<file path="config.mk">
export PLATFORM = sky130hd
export DESIGN_NAME = bus_arbiter
export DESIGN_NICKNAME = d
export VERILOG_FILES = /design/src/rtl/bus_arbiter.sv
export SDC_FILE = /design/constraint.sdc
export NUM_CORES = 1
export LEC_CHECK = 0
export BUFFER_PORTS_ARGS = -buffer_cell sky130_fd_sc_hd__buf_2
export CAP_MARGIN = 40
export CORE_UTILIZATION = 45
export CTS_CLUSTER_DIAMETER = 120
export DETAILED_ROUTE_END_ITERATION = 12
export GPL_TIMING_DRIVEN = 0
export PLACE_DENSITY = 0.72
export SYNTH_ARGS = -nofsm -noshare
export SYNTH_HDL_FRONTEND = slang
export SYNTH_SLANG_ARGS = --single-unit
</file>
<file path="constraint.sdc">
create_clock -name clk -period 2.03 [get_ports clk]
set_clock_uncertainty 0.1 [all_clocks]
set_input_delay 0.406 -clock clk [delete_from_list [all_inputs] [get_ports clk]]
set_output_delay 0.406 -clock clk [all_outputs]
set_load 0.005 [all_outputs]
</file>
<file path="src/rtl/bus_arbiter.sv">
// Single-port Wishbone-style bus arbiter shared by instruction fetch and the MEM stage.
// Sequences one transaction at a time, holds returned data for frozen stages, drains on flush.
module bus_arbiter #(
  parameter int unsigned TIMEOUT_CYC = 255
) (
  input  logic        clk,
  input  logic        rst,
  input  logic [5:0]  stall,
  input  logic        flush,
  input  logic        if_req,
  input  logic [31:0] if_addr,
  output logic [31:0] if_rdata,
  output logic        stallreq_if,
  input  logic        mem_req,
  input  logic        mem_we,
  input  logic [3:0]  mem_sel,
  input  logic [31:0] mem_addr,
  input  logic [31:0] mem_wdata,
  output logic [31:0] mem_rdata,
  output logic        stallreq_mem,
  output logic        bus_cyc,
  output logic        bus_stb,
  output logic        bus_we,
  output logic [3:0]  bus_sel,
  output logic [31:0] bus_addr,
  output logic [31:0] bus_wdata,
  input  logic [31:0] bus_rdata,
  input  logic        bus_ack,
  output logic        bus_err
);

  typedef enum logic [1:0] {IDLE, IFETCH, DMEM, DRAIN} state_t;

  localparam logic [7:0] TO_LAST = 8'(TIMEOUT_CYC - 1);

  state_t      state;
  logic [7:0]  tcount;
  logic [31:0] ibuf, dbuf;
  logic        ibuf_valid, dbuf_valid;

  logic        done, if_done, mem_done;
  logic [31:0] bus_data_ret;
  logic        unused_stall_bits;

  assign unused_stall_bits = ^{stall[5], stall[3:2], stall[0]};

  // A transaction ends on ack or on the timeout cycle (bus_err), whichever comes first.
  assign done     = (state != IDLE) && (bus_ack || bus_err);
  assign if_done  = (state == IFETCH) && done;
  assign mem_done = (state == DMEM) && done;

  assign bus_data_ret = bus_err ? 32'h0 : bus_rdata;
  assign if_rdata     = ibuf_valid ? ibuf : bus_data_ret;
  assign mem_rdata    = dbuf_valid ? dbuf : bus_data_ret;

  assign stallreq_if  = if_req  && !ibuf_valid && !if_done;
  assign stallreq_mem = mem_req && !dbuf_valid && !mem_done;

  always_ff @(posedge clk or negedge rst) begin
    // NOTE: the data buffers are reset too; their valid flags gate them, but a known value keeps X out of the rdata muxes.
    if (!rst) begin
      state      <= IDLE;
      tcount     <= '0;
      ibuf       <= '0;
      dbuf       <= '0;
      ibuf_valid <= 1'b0;
      dbuf_valid <= 1'b0;
      bus_cyc    <= 1'b0;
      bus_stb    <= 1'b0;
      bus_we     <= 1'b0;
      bus_sel    <= '0;
      bus_addr   <= '0;
      bus_wdata  <= '0;
      bus_err    <= 1'b0;
    end else begin
      bus_err <= 1'b0;

      // Hold buffers: capture when the consumer is frozen, release on its first free edge.
      if (flush) begin
        ibuf_valid <= 1'b0;
        dbuf_valid <= 1'b0;
      end else begin
        if (ibuf_valid && !stall[1]) begin
          ibuf_valid <= 1'b0;
        end else if (if_done && stall[1]) begin
          ibuf       <= bus_data_ret;
          ibuf_valid <= 1'b1;
        end
        if (dbuf_valid && !stall[4]) begin
          dbuf_valid <= 1'b0;
        end else if (mem_done && stall[4]) begin
          dbuf       <= bus_data_ret;
          dbuf_valid <= 1'b1;
        end
      end

      case (state)
        IDLE: begin
          if (!flush) begin
            if (mem_req && !dbuf_valid) begin
              bus_cyc   <= 1'b1;
              bus_stb   <= 1'b1;
              bus_we    <= mem_we;
              bus_sel   <= mem_sel;
              bus_addr  <= mem_addr;
              bus_wdata <= mem_wdata;
              tcount    <= '0;
              state     <= DMEM;
            end else if (if_req && !ibuf_valid) begin
              bus_cyc   <= 1'b1;
              bus_stb   <= 1'b1;
              bus_we    <= 1'b0;
              bus_sel   <= 4'hF;
              bus_addr  <= if_addr;
              bus_wdata <= '0;
              tcount    <= '0;
              state     <= IFETCH;
            end
          end
        end
        default: begin
          if (done) begin
            bus_cyc   <= 1'b0;
            bus_stb   <= 1'b0;
            bus_we    <= 1'b0;
            bus_sel   <= '0;
            bus_addr  <= '0;
            bus_wdata <= '0;
            state     <= IDLE;
          end else begin
            // A flushed transaction stays on the bus until the slave answers or times out.
            if (flush) state <= DRAIN;
            if (tcount == TO_LAST) bus_err <= 1'b1;
            tcount <= tcount + 8'd1;
          end
        end
      endcase
    end
  end

endmodule

</file>
==> results of run 1 <==
synthesized netlist by cell type, types with 2 or more instances:
master	number	area share, %
ha_1	2	0.36
nor2_1	6	0.33
xnor2_1	2	0.25
buf_6	3	0.49
nand2b_1	34	3.1
mux2i_1	65	9.4
o211ai_1	4	0.43
o21ai_0	132	9.5
nor2_2	2	0.18
nand2_1	167	9.1
nand3_1	13	0.94
nand4_1	3	0.27
inv_1	36	2.0
clkbuf_1	40	2.2
o2bb2ai_1	34	4.3
buf_2	8	0.58
o22a_1	3	0.38
dfrtp_1	147	53
nor4_1	3	0.27
a31oi_1	4	0.36
nor3_1	4	0.29
buf_1	2	0.11
a21oi_1	5	0.36
cell usage in the layout, fill, tap and decap left out, types with 2 or more instances in the layout:
cell	n
ha_1	2
mux2i_1	63
dfrtp_1	144
o21ai_1	11
clkbuf_8	7
clkinv_2	2
inv_6	2
buf_8	5
bufinv_16	3
clkbuf_1	10
nand3_1	12
o211ai_1	4
o2bb2ai_1	34
inv_1	36
mux2i_2	2
xnor2_1	2
nand2b_4	32
o21ai_2	53
buf_4	29
nand2b_2	2
clkbuf_2	13
o21ai_0	68
nand4_1	3
nor4_1	3
dfrtp_2	3
nor2_4	2
o22a_1	3
a21oi_1	5
clkinvlp_4	5
nor3_1	4
a31oi_1	3
buf_2	285
clkbuf_16	19
nand2_1	167
nor2_1	4
nor2_2	2
buf_6	5
worst paths after layout:
path / endpoint / slack [ns] / from / depth (start not counted)
worst max-delay path: mem_rdata[22] / -0.05 / bus_err / 5
worst min-delay path: bus_wdata[20] / 0.13 / mem_wdata[20] / 3
worst max register to register: bus_wdata[11] / 0.08 / ibuf_valid / 7
worst min register to register: dbuf[15] / 0.38 / dbuf[15] / 2
max in group asynchronous: bus_err / 0.53 / rst / 3
min in group asynchronous: dbuf[7] / 0.47 / rst / 2
logic make-up after synthesis:
logic type	count (synthesis)	share of synthesized area [%]
adder cells (fa/ha/maj)	2	0.361
AND/OR/NAND/NOR	237	14.9
AO/OA/AOI/OAI	189	16.4
multiplexers	66	9.56
buffers and inverters	90	5.40
XOR/XNOR	2	0.253
flip-flops	147	53.1
metal layers:
layer  share of wire, %  GRT usage (%)  up-vias
met4                2.1           8.86        0
met3                5.5           4.67       40
li1                   -              -     3140
met2                 51           44.3      270
met5                  0              0        -
met1                 42           31.6     3159
flip-flops by register name, indices dropped and copies added (netlist names):
| register | cells |
|---|---|
| bus_addr | 32 |
| bus_wdata | 32 |
| dbuf | 32 |
| ibuf | 32 |
| tcount | 8 |
| bus_sel | 4 |
| state | 2 |
| bus_err | 1 |
| bus_stb | 1 |
| bus_we | 1 |
| dbuf_valid | 1 |
| ibuf_valid | 1 |
cell type report:
type,instances,share of cell area [%]
flip-flops and latches,147,36.5
multi-input cells,496,33.3
repair buffers,305,16.6
clock buffers,19,4.50
plain buffers,53,3.89
well taps,184,2.28
clock inverters,12,1.54
inverters,36,1.34
power by group:
| group | internal (mW) | total (mW) | switching, mW | leakage (nW) |
|---|---|---|---|---|
| logic | 1.45 | 3.07 | 1.62 | 2.85 |
| clock network | 2.00 | 3.24 | 1.24 | 0.284 |
| registers | 4.01 | 4.65 | 0.642 | 1.91 |
| total | 7.45 | 11.0 | 3.50 | 5.04 |
per-stage QoR:
step / instances / TNS (ns) / area (um2) / hold WS, ns / worst slack (ns)
finish: 1252 / -0.502 / 10100 / 0.128 / -0.0497
detailed placement: 1196 / -9.91 / 8580 / 0.362 / -0.182
global placement: 1195 / -250.32 / 8540 / 0.361 / -1.66
CTS: 1232 / -0.816 / 9700 / 0.116 / -0.108
global route: 1252 / -3.20 / 10100 / 0.118 / -0.0862
floorplan: 733 / 0 / 6920 / 0.0104 / 0.195
critical path, cell delays in order (launching register included):
cell and delay, ns:
dfrtp_2 0.42, buf_12 0.15, buf_8 0.12, nand2b_4 0.17, o21ai_2 0.16, buf_2 0.14
repair_timing:
| item | CTS | global route |
|---|---|---|
| cloned | 0 | 2 |
| setup endpoints to repair | 187 | 169 |
| buffers inserted | 5 | 18 |
| endpoints found under the hold margin | 71 | 0 |
| pin swaps | 5 | 3 |
| resized for setup | 181 | 66 |
| hold buffers | 1 | 0 |
==> flow_summary.json, run 1 <==
{
  "grt.total_usage_pct": 25.4,
  "yosys_warnings": 0,
  "timing.fmax_mhz": 481,
  "drive_gt1_share_pct": 45.0,
  "final_nets": 1203,
  "fill_cells": 1211,
  "fin_crit_sh_pct": 102,
  "drtPass1Iterations": 5,
  "slew_viol_final": 0,
  "peakVddDrop_uv": 616,
  "crit_path_end_kind": "primary output",
  "multi_input_area_um2": 3360,
  "area_delta_synth_final_pct": 45.6,
  "cts_tree": "done",
  "grt_pass1_vias": 6416,
  "wirelength_um": 20300,
  "syn_nets": 880,
  "drtIter0Drc": 363,
  "clock_sinks": 147,
  "dieArea_um2": 15900,
  "p_leak_nw": 5.04,
  "cap_viol_max_count": 0,
  "clockBufferDepth": 2,
  "via_count": 6609,
  "drc": 0,
  "synth_ff_type": "dfrtp_1",
  "post_drt_wl_per_cell_um": 16.2,
  "synth_seq_cells": 147,
  "critPathKind": "reg2out",
  "synth_edf_count": 0,
  "path_max_fanout": 5,
  "finalPower_mw": 11.0,
  "critPathLaunchType": "flip-flop",
  "avgSynthCellArea_um2": 9.44,
  "grt_pass1_wl_um": 31800,
  "rsz0062_at_grt": "true",
  "io_pins": 283,
  "regArea_um2": 3680,
  "synthArstFlopShare_pct": 100,
  "cp_data_required_time_ns": 1.52,
  "powerDensity_nw_per_um2": 1090,
  "rows": 44,
  "clk_pin_slew_ns": 0.06,
  "setup_ws_ns": -0.0497,
  "ant_nets": 0,
  "portBuffers": 278,
  "setup_violations": 26,
  "antenna_found_initial": 0,
  "cp.arrival_ns": 1.57,
  "dp_hpwl_um": 14100,
  "viasPerCell": 5.28,
  "status": "complete, but fails checks",
  "num_antenna_cells": 0,
  "coreArea_um2": 14800,
  "cts-buffers-inserted": 17,
  "tightest_slew_ns": 0.693,
  "synth_cell_type_count": 37,
  "die_x_um": 126,
  "fin_util_pct": 68.3,
  "min_period_ns": 2.08,
  "slew_headroom_pct": 53.8,
  "grt_max_degree": 77,
  "routabilityCongestion": 0.800,
  "synth-seq-area-share_pct": 53.1,
  "synthCells": 733,
  "timing.final.hold_violations": 0,
  "hold_class": "in2reg",
  "dieHeight_um": 126,
  "violations": "setup timing",
  "clk_latency_ns": 0.41,
  "overflow": 0,
  "cts_root_buf": "clkbuf_16",
  "h-tree-depth": 4,
  "netlist_area_um2": 6920,
  "initial_core_util_pct": 46.9
}
Power figures use the tool's default switching activity.
==> inputs of run 2 (changes only) <==
- PLACE_DENSITY: 0.72 -> 0.75
==> flow_summary.json, run 2 (same netlist as run 1, synthesis figures left out) <==
{
  "final_nets": 1197,
  "grt_max_degree": 85,
  "dp_hpwl_um": 14200,
  "clk_latency_ns": 0.42,
  "setup_ws_ns": -0.0503,
  "status": "complete, but fails checks",
  "viasPerCell": 5.29,
  "h-tree-depth": 4,
  "die_x_um": 126,
  "portBuffers": 278,
  "grt.met1_usage_pct": 32.5,
  "min_period_ns": 2.08,
  "hold_ws_ns": 0.123,
  "post_drt_wl_per_cell_um": 16.6,
  "violations": "setup timing",
  "cp.arrival_ns": 1.57,
  "io_pins": 283,
  "cap_viol_max_count": 0,
  "drc": 0,
  "critPathLaunchType": "flip-flop",
  "overflow": 0,
  "fin_crit_sh_pct": 102,
  "grt_pass1_vias": 6332,
  "hold_class": "in2reg",
  "wirelength_um": 20700,
  "cts-buffers-inserted": 17,
  "drive_gt1_share_pct": 44.9,
  "crit_path_end_kind": "primary output",
  "powerDensity_nw_per_um2": 1100,
  "timing.fmax_mhz": 481,
  "grt_pass1_wl_um": 32200,
  "finalPower_mw": 11.1,
  "dp_slack_ns": -0.193,
  "drtIter0Drc": 416,
  "busiest_layer": "met2",
  "path_max_fanout": 5,
  "clock_sinks": 147,
  "final_cell_mix": "buf_2, nand2_1, dfrtp_1",
  "antenna_found_initial": 2,
  "cts_tree": "done",
  "peakVddDrop_uv": 621,
  "clockBufferDepth": 2,
  "coreArea_um2": 14800,
  "dieHeight_um": 126,
  "via_count": 6603,
  "slew_viol_final": 0,
  "cts_root_buf": "clkbuf_16",
  "rsz0062_at_grt": "true",
  "setup_violations": 21,
  "ant_nets": 0,
  "p_leak_nw": 5.06,
  "drtPass1Iterations": 4,
  "tns_ns": -0.428,
  "fin_util_pct": 68.4,
  "tightest_slew_ns": 0.713,
  "initial_core_util_pct": 46.9,
  "timing.final.hold_violations": 0,
  "dieArea_um2": 15900,
  "grtUsageMet3_pct": 5.61,
  "cp_data_required_time_ns": 1.52,
  "mostFrequentLayoutCell": "buf_2",
  "area_delta_synth_final_pct": 45.8,
  "routabilityCongestion": 0.855,
  "fill_cells": 1145,
  "grt.total_usage_pct": 25.8,
  "met2_usage_pct": 44.0,
  "slew_headroom_pct": 52.5,
  "critPathKind": "reg2out",
  "rows": 44,
  "clk_pin_slew_ns": 0.06
}
run 2: final timing paths:
path                          startpoint            end  slack (ns)  depth (start not counted)
max                              bus_err    if_rdata[1]       -0.05                          5
min                        mem_wdata[24]  bus_wdata[24]        0.12                          3
min in group asynchronous            rst        dbuf[6]        0.46                          2
min reg2reg                     ibuf[28]       ibuf[28]        0.38                          2
max reg2reg                   dbuf_valid  bus_wdata[30]        0.10                          7
max in group asynchronous            rst       ibuf[13]        0.55                          3
run 2: stage by stage:
step	std cells	instance area, um2
floorplan	733	6920
global placement	1195	8540
detailed placement	1196	8580
CTS	1234	9760
global route	1248	10100
finish	1248	10100
run 2: area by class of cell:
type,count,area (um2),share of cell area (%)
Antenna cell,2,5.00,0.0496
Buffer,52,392,3.88
Clock buffer,22,464,4.60
Clock inverter,9,176,1.75
Inverter,36,135,1.34
Multi-Input combinational cell,496,3380,33.5
Sequential cell,147,3680,36.5
Tap cell,184,230,2.28
Timing Repair Buffer,300,1630,16.1
run 2: routing by layer:
metal  wire, um  part of all wire, %
met5          0                    0
met4        367                  1.8
met3       1150                  5.6
met2      10600                   51
met1       8570                   41
run 2: power breakdown:
group	internal, mW	switching, mW
clock	2.24	1.18
sequential	4.01	0.633
combinational	1.44	1.62
run 2: what timing repair did:
action	CTS	global route
hold buffers	1	0
setup endpoints to repair	169	185
cloned	0	2
buffers inserted	7	11
endpoints found under the hold margin	63	0
pin swaps	5	3
gates resized for setup	165	89
run 2: worst max-delay path, stage by stage, from the launching register on:
cell	delay, ns
dfrtp_2	0.42
buf_6	0.15
buf_8	0.13
nand2b_4	0.17
o21ai_2	0.16
buf_2	0.14
==> inputs of run 3 (changes only) <==
- HOLD_SLACK_MARGIN: unset -> 0.05
- SETUP_SLACK_MARGIN: unset -> 0.3
- clock period: 2.03 -> 2.4 ns (I/O delays scaled with it)
==> flow_summary.json, run 3 (same netlist as run 1, synthesis figures left out) <==
{
  "slew_headroom_pct": 52.3,
  "critPathLaunchType": "flip-flop",
  "dieHeight_um": 126,
  "tightest_slew_ns": 0.715,
  "rr_startpoint": "bus_err",
  "crit_start": "bus_err",
  "dp_cells": 1196,
  "io_pins": 283,
  "min_period_ns": 2.15,
  "powerDensity_nw_per_um2": 952,
  "min_to": "bus_wdata[24]",
  "post_drt_wl_per_cell_um": 16.1,
  "cpMaxStageDelayCell": "dfrtp_2",
  "mostFrequentLayoutCell": "buf_2",
  "coreArea_um2": 14800,
  "portBuffers": 278,
  "cp_top_family": "flip-flops",
  "r2r_slack_ns": 0.39,
  "grt_pass1_wl_um": 32000,
  "clk_latency_ns": 0.42,
  "routabilityCongestion": 0.855,
  "fin_cells": 1241,
  "timing.final.hold_violations": 0,
  "critPathKind": "reg2out",
  "dp_hpwl_um": 14200,
  "cp_cell_sequence": "or2_0, buf_4, a31oi_2, buf_2",
  "hold_ws_ns": 0.200,
  "area_delta_synth_final_pct": 42.3,
  "rows": 44,
  "reg2reg_to": "tcount[0]",
  "final_nets": 1191,
  "p_leak_nw": 4.97,
  "grt.total_usage_pct": 25.7,
  "overflow": 0,
  "min_delay_path_depth": 3,
  "dieArea_um2": 15900,
  "timing.fmax_mhz": 464,
  "fin_util_pct": 66.7,
  "drc": 0,
  "cp_data_required_time_ns": 1.82,
  "min-delay-start": "mem_wdata[24]",
  "drtIter0Drc": 420,
  "cts_root_buf": "clkbuf_16",
  "fin_crit_sh_pct": 89.8,
  "final_cell_mix": "buf_2, nand2_1, dfrtp_1",
  "status": "finished clean",
  "drtPass1Iterations": 5,
  "peakVddDrop_uv": 530,
  "h-tree-depth": 4,
  "via_count": 6452,
  "cts-buffers-inserted": 17,
  "die_x_um": 126,
  "viasPerCell": 5.20,
  "clock_sinks": 147,
  "hold_class": "in2reg",
  "max_stage_delay_ns": 0.48,
  "cp.buffers_inverters": 2,
  "cp.arrival_ns": 1.57,
  "cts_tree": "done",
  "cap_viol_max_count": 0,
  "clockBufferDepth": 2,
  "reg2reg_depth": 7,
  "path_max_fanout": 8,
  "setup_violations": 0,
  "clk_pin_slew_ns": 0.06,
  "grt_pass1_vias": 6274,
  "ant_nets": 0,
  "antenna_found_initial": 1,
  "wirelength_um": 20000,
  "tns_ns": 0,
  "grt_max_degree": 85,
  "finalPower_mw": 9.37,
  "slew_viol_final": 0,
  "drive_gt1_share_pct": 40.3,
  "crit_path_end_kind": "primary output",
  "initial_core_util_pct": 46.9,
  "rsz0062_at_grt": "true"
}
==> run 3: cell count changes in the layout (fill, tap and decap cells not counted), moves of 3 or more <==
| cell | change |
|---|---|
| clkbuf_2 | +4 |
| clkbuf_8 | +6 |
| o21ai_1 | +37 |
| buf_8 | -6 |
| o21ai_2 | -44 |
| clkbuf_1 | -3 |
| o21ai_0 | +8 |
| nand2b_1 | +3 |
| buf_4 | -6 |
==> run 3: layout make-up <==
class                   count  area (um2)
flip-flops and latches    147        3680
repair buffers            292        1530
plain buffers              54         430
multi-input cells         496        3200
clock inverters             9         176
inverters                  36         135
diodes                      1        2.50
clock buffers              22         464
fillers                  1193        4910
well taps                 184         230
==> run 3: per-layer routing <==
| layer | share of wire (%) | global-route usage (%) | wire [um] | vias up |
|---|---|---|---|---|
| met5 | 0 | 0 | 0 | - |
| met4 | 1.5 | 8.79 | 293 | 0 |
| met3 | 5.6 | 5.65 | 1110 | 24 |
| met2 | 51 | 43.5 | 10100 | 233 |
| met1 | 42 | 32.6 | 8490 | 3081 |
| li1 | - | - | - | 3114 |
==> run 3: through the flow <==
| stage | worst slack, ns | instance area (um2) |
|---|---|---|
| after CTS | 0.205 | 9660 |
| final | 0.246 | 9850 |
| after detailed placement | 0.103 | 8580 |
| after global placement | -1.38 | 8540 |
| after floorplan | 0.537 | 6920 |
| after global routing | 0.171 | 9850 |
==> run 3: power by group <==
part	internal (mW)	total, mW	switching (mW)
registers	3.39	3.92	0.537
clock network	1.89	2.89	0.998
logic	1.21	2.56	1.35
==> run 3: what timing repair did <==
item	4_1_cts	5_1_grt
pin swaps	6	3
endpoints found under the hold margin	63	0
endpoints found under the setup margin	132	189
hold buffers	1	0
buffers inserted	8	4
gates resized for setup	125	78
==> run 3: worst max-delay path by stage <==
stage                               end  slack (ns)  depth (start not counted)
after global routing       stallreq_mem        0.17                          4
after CTS                   stallreq_if        0.21                          4
after floorplan           bus_wdata[10]        0.54                          7
after global placement     bus_addr[16]       -1.38                          1
final                      stallreq_mem        0.25                          4
after detailed placement   bus_addr[31]        0.10                          7
==> run 3: tightest hold or removal path: stages <==
cell and delay (ns):
buf_2 0.09, nand2_1 0.04, mux2i_1 0.06
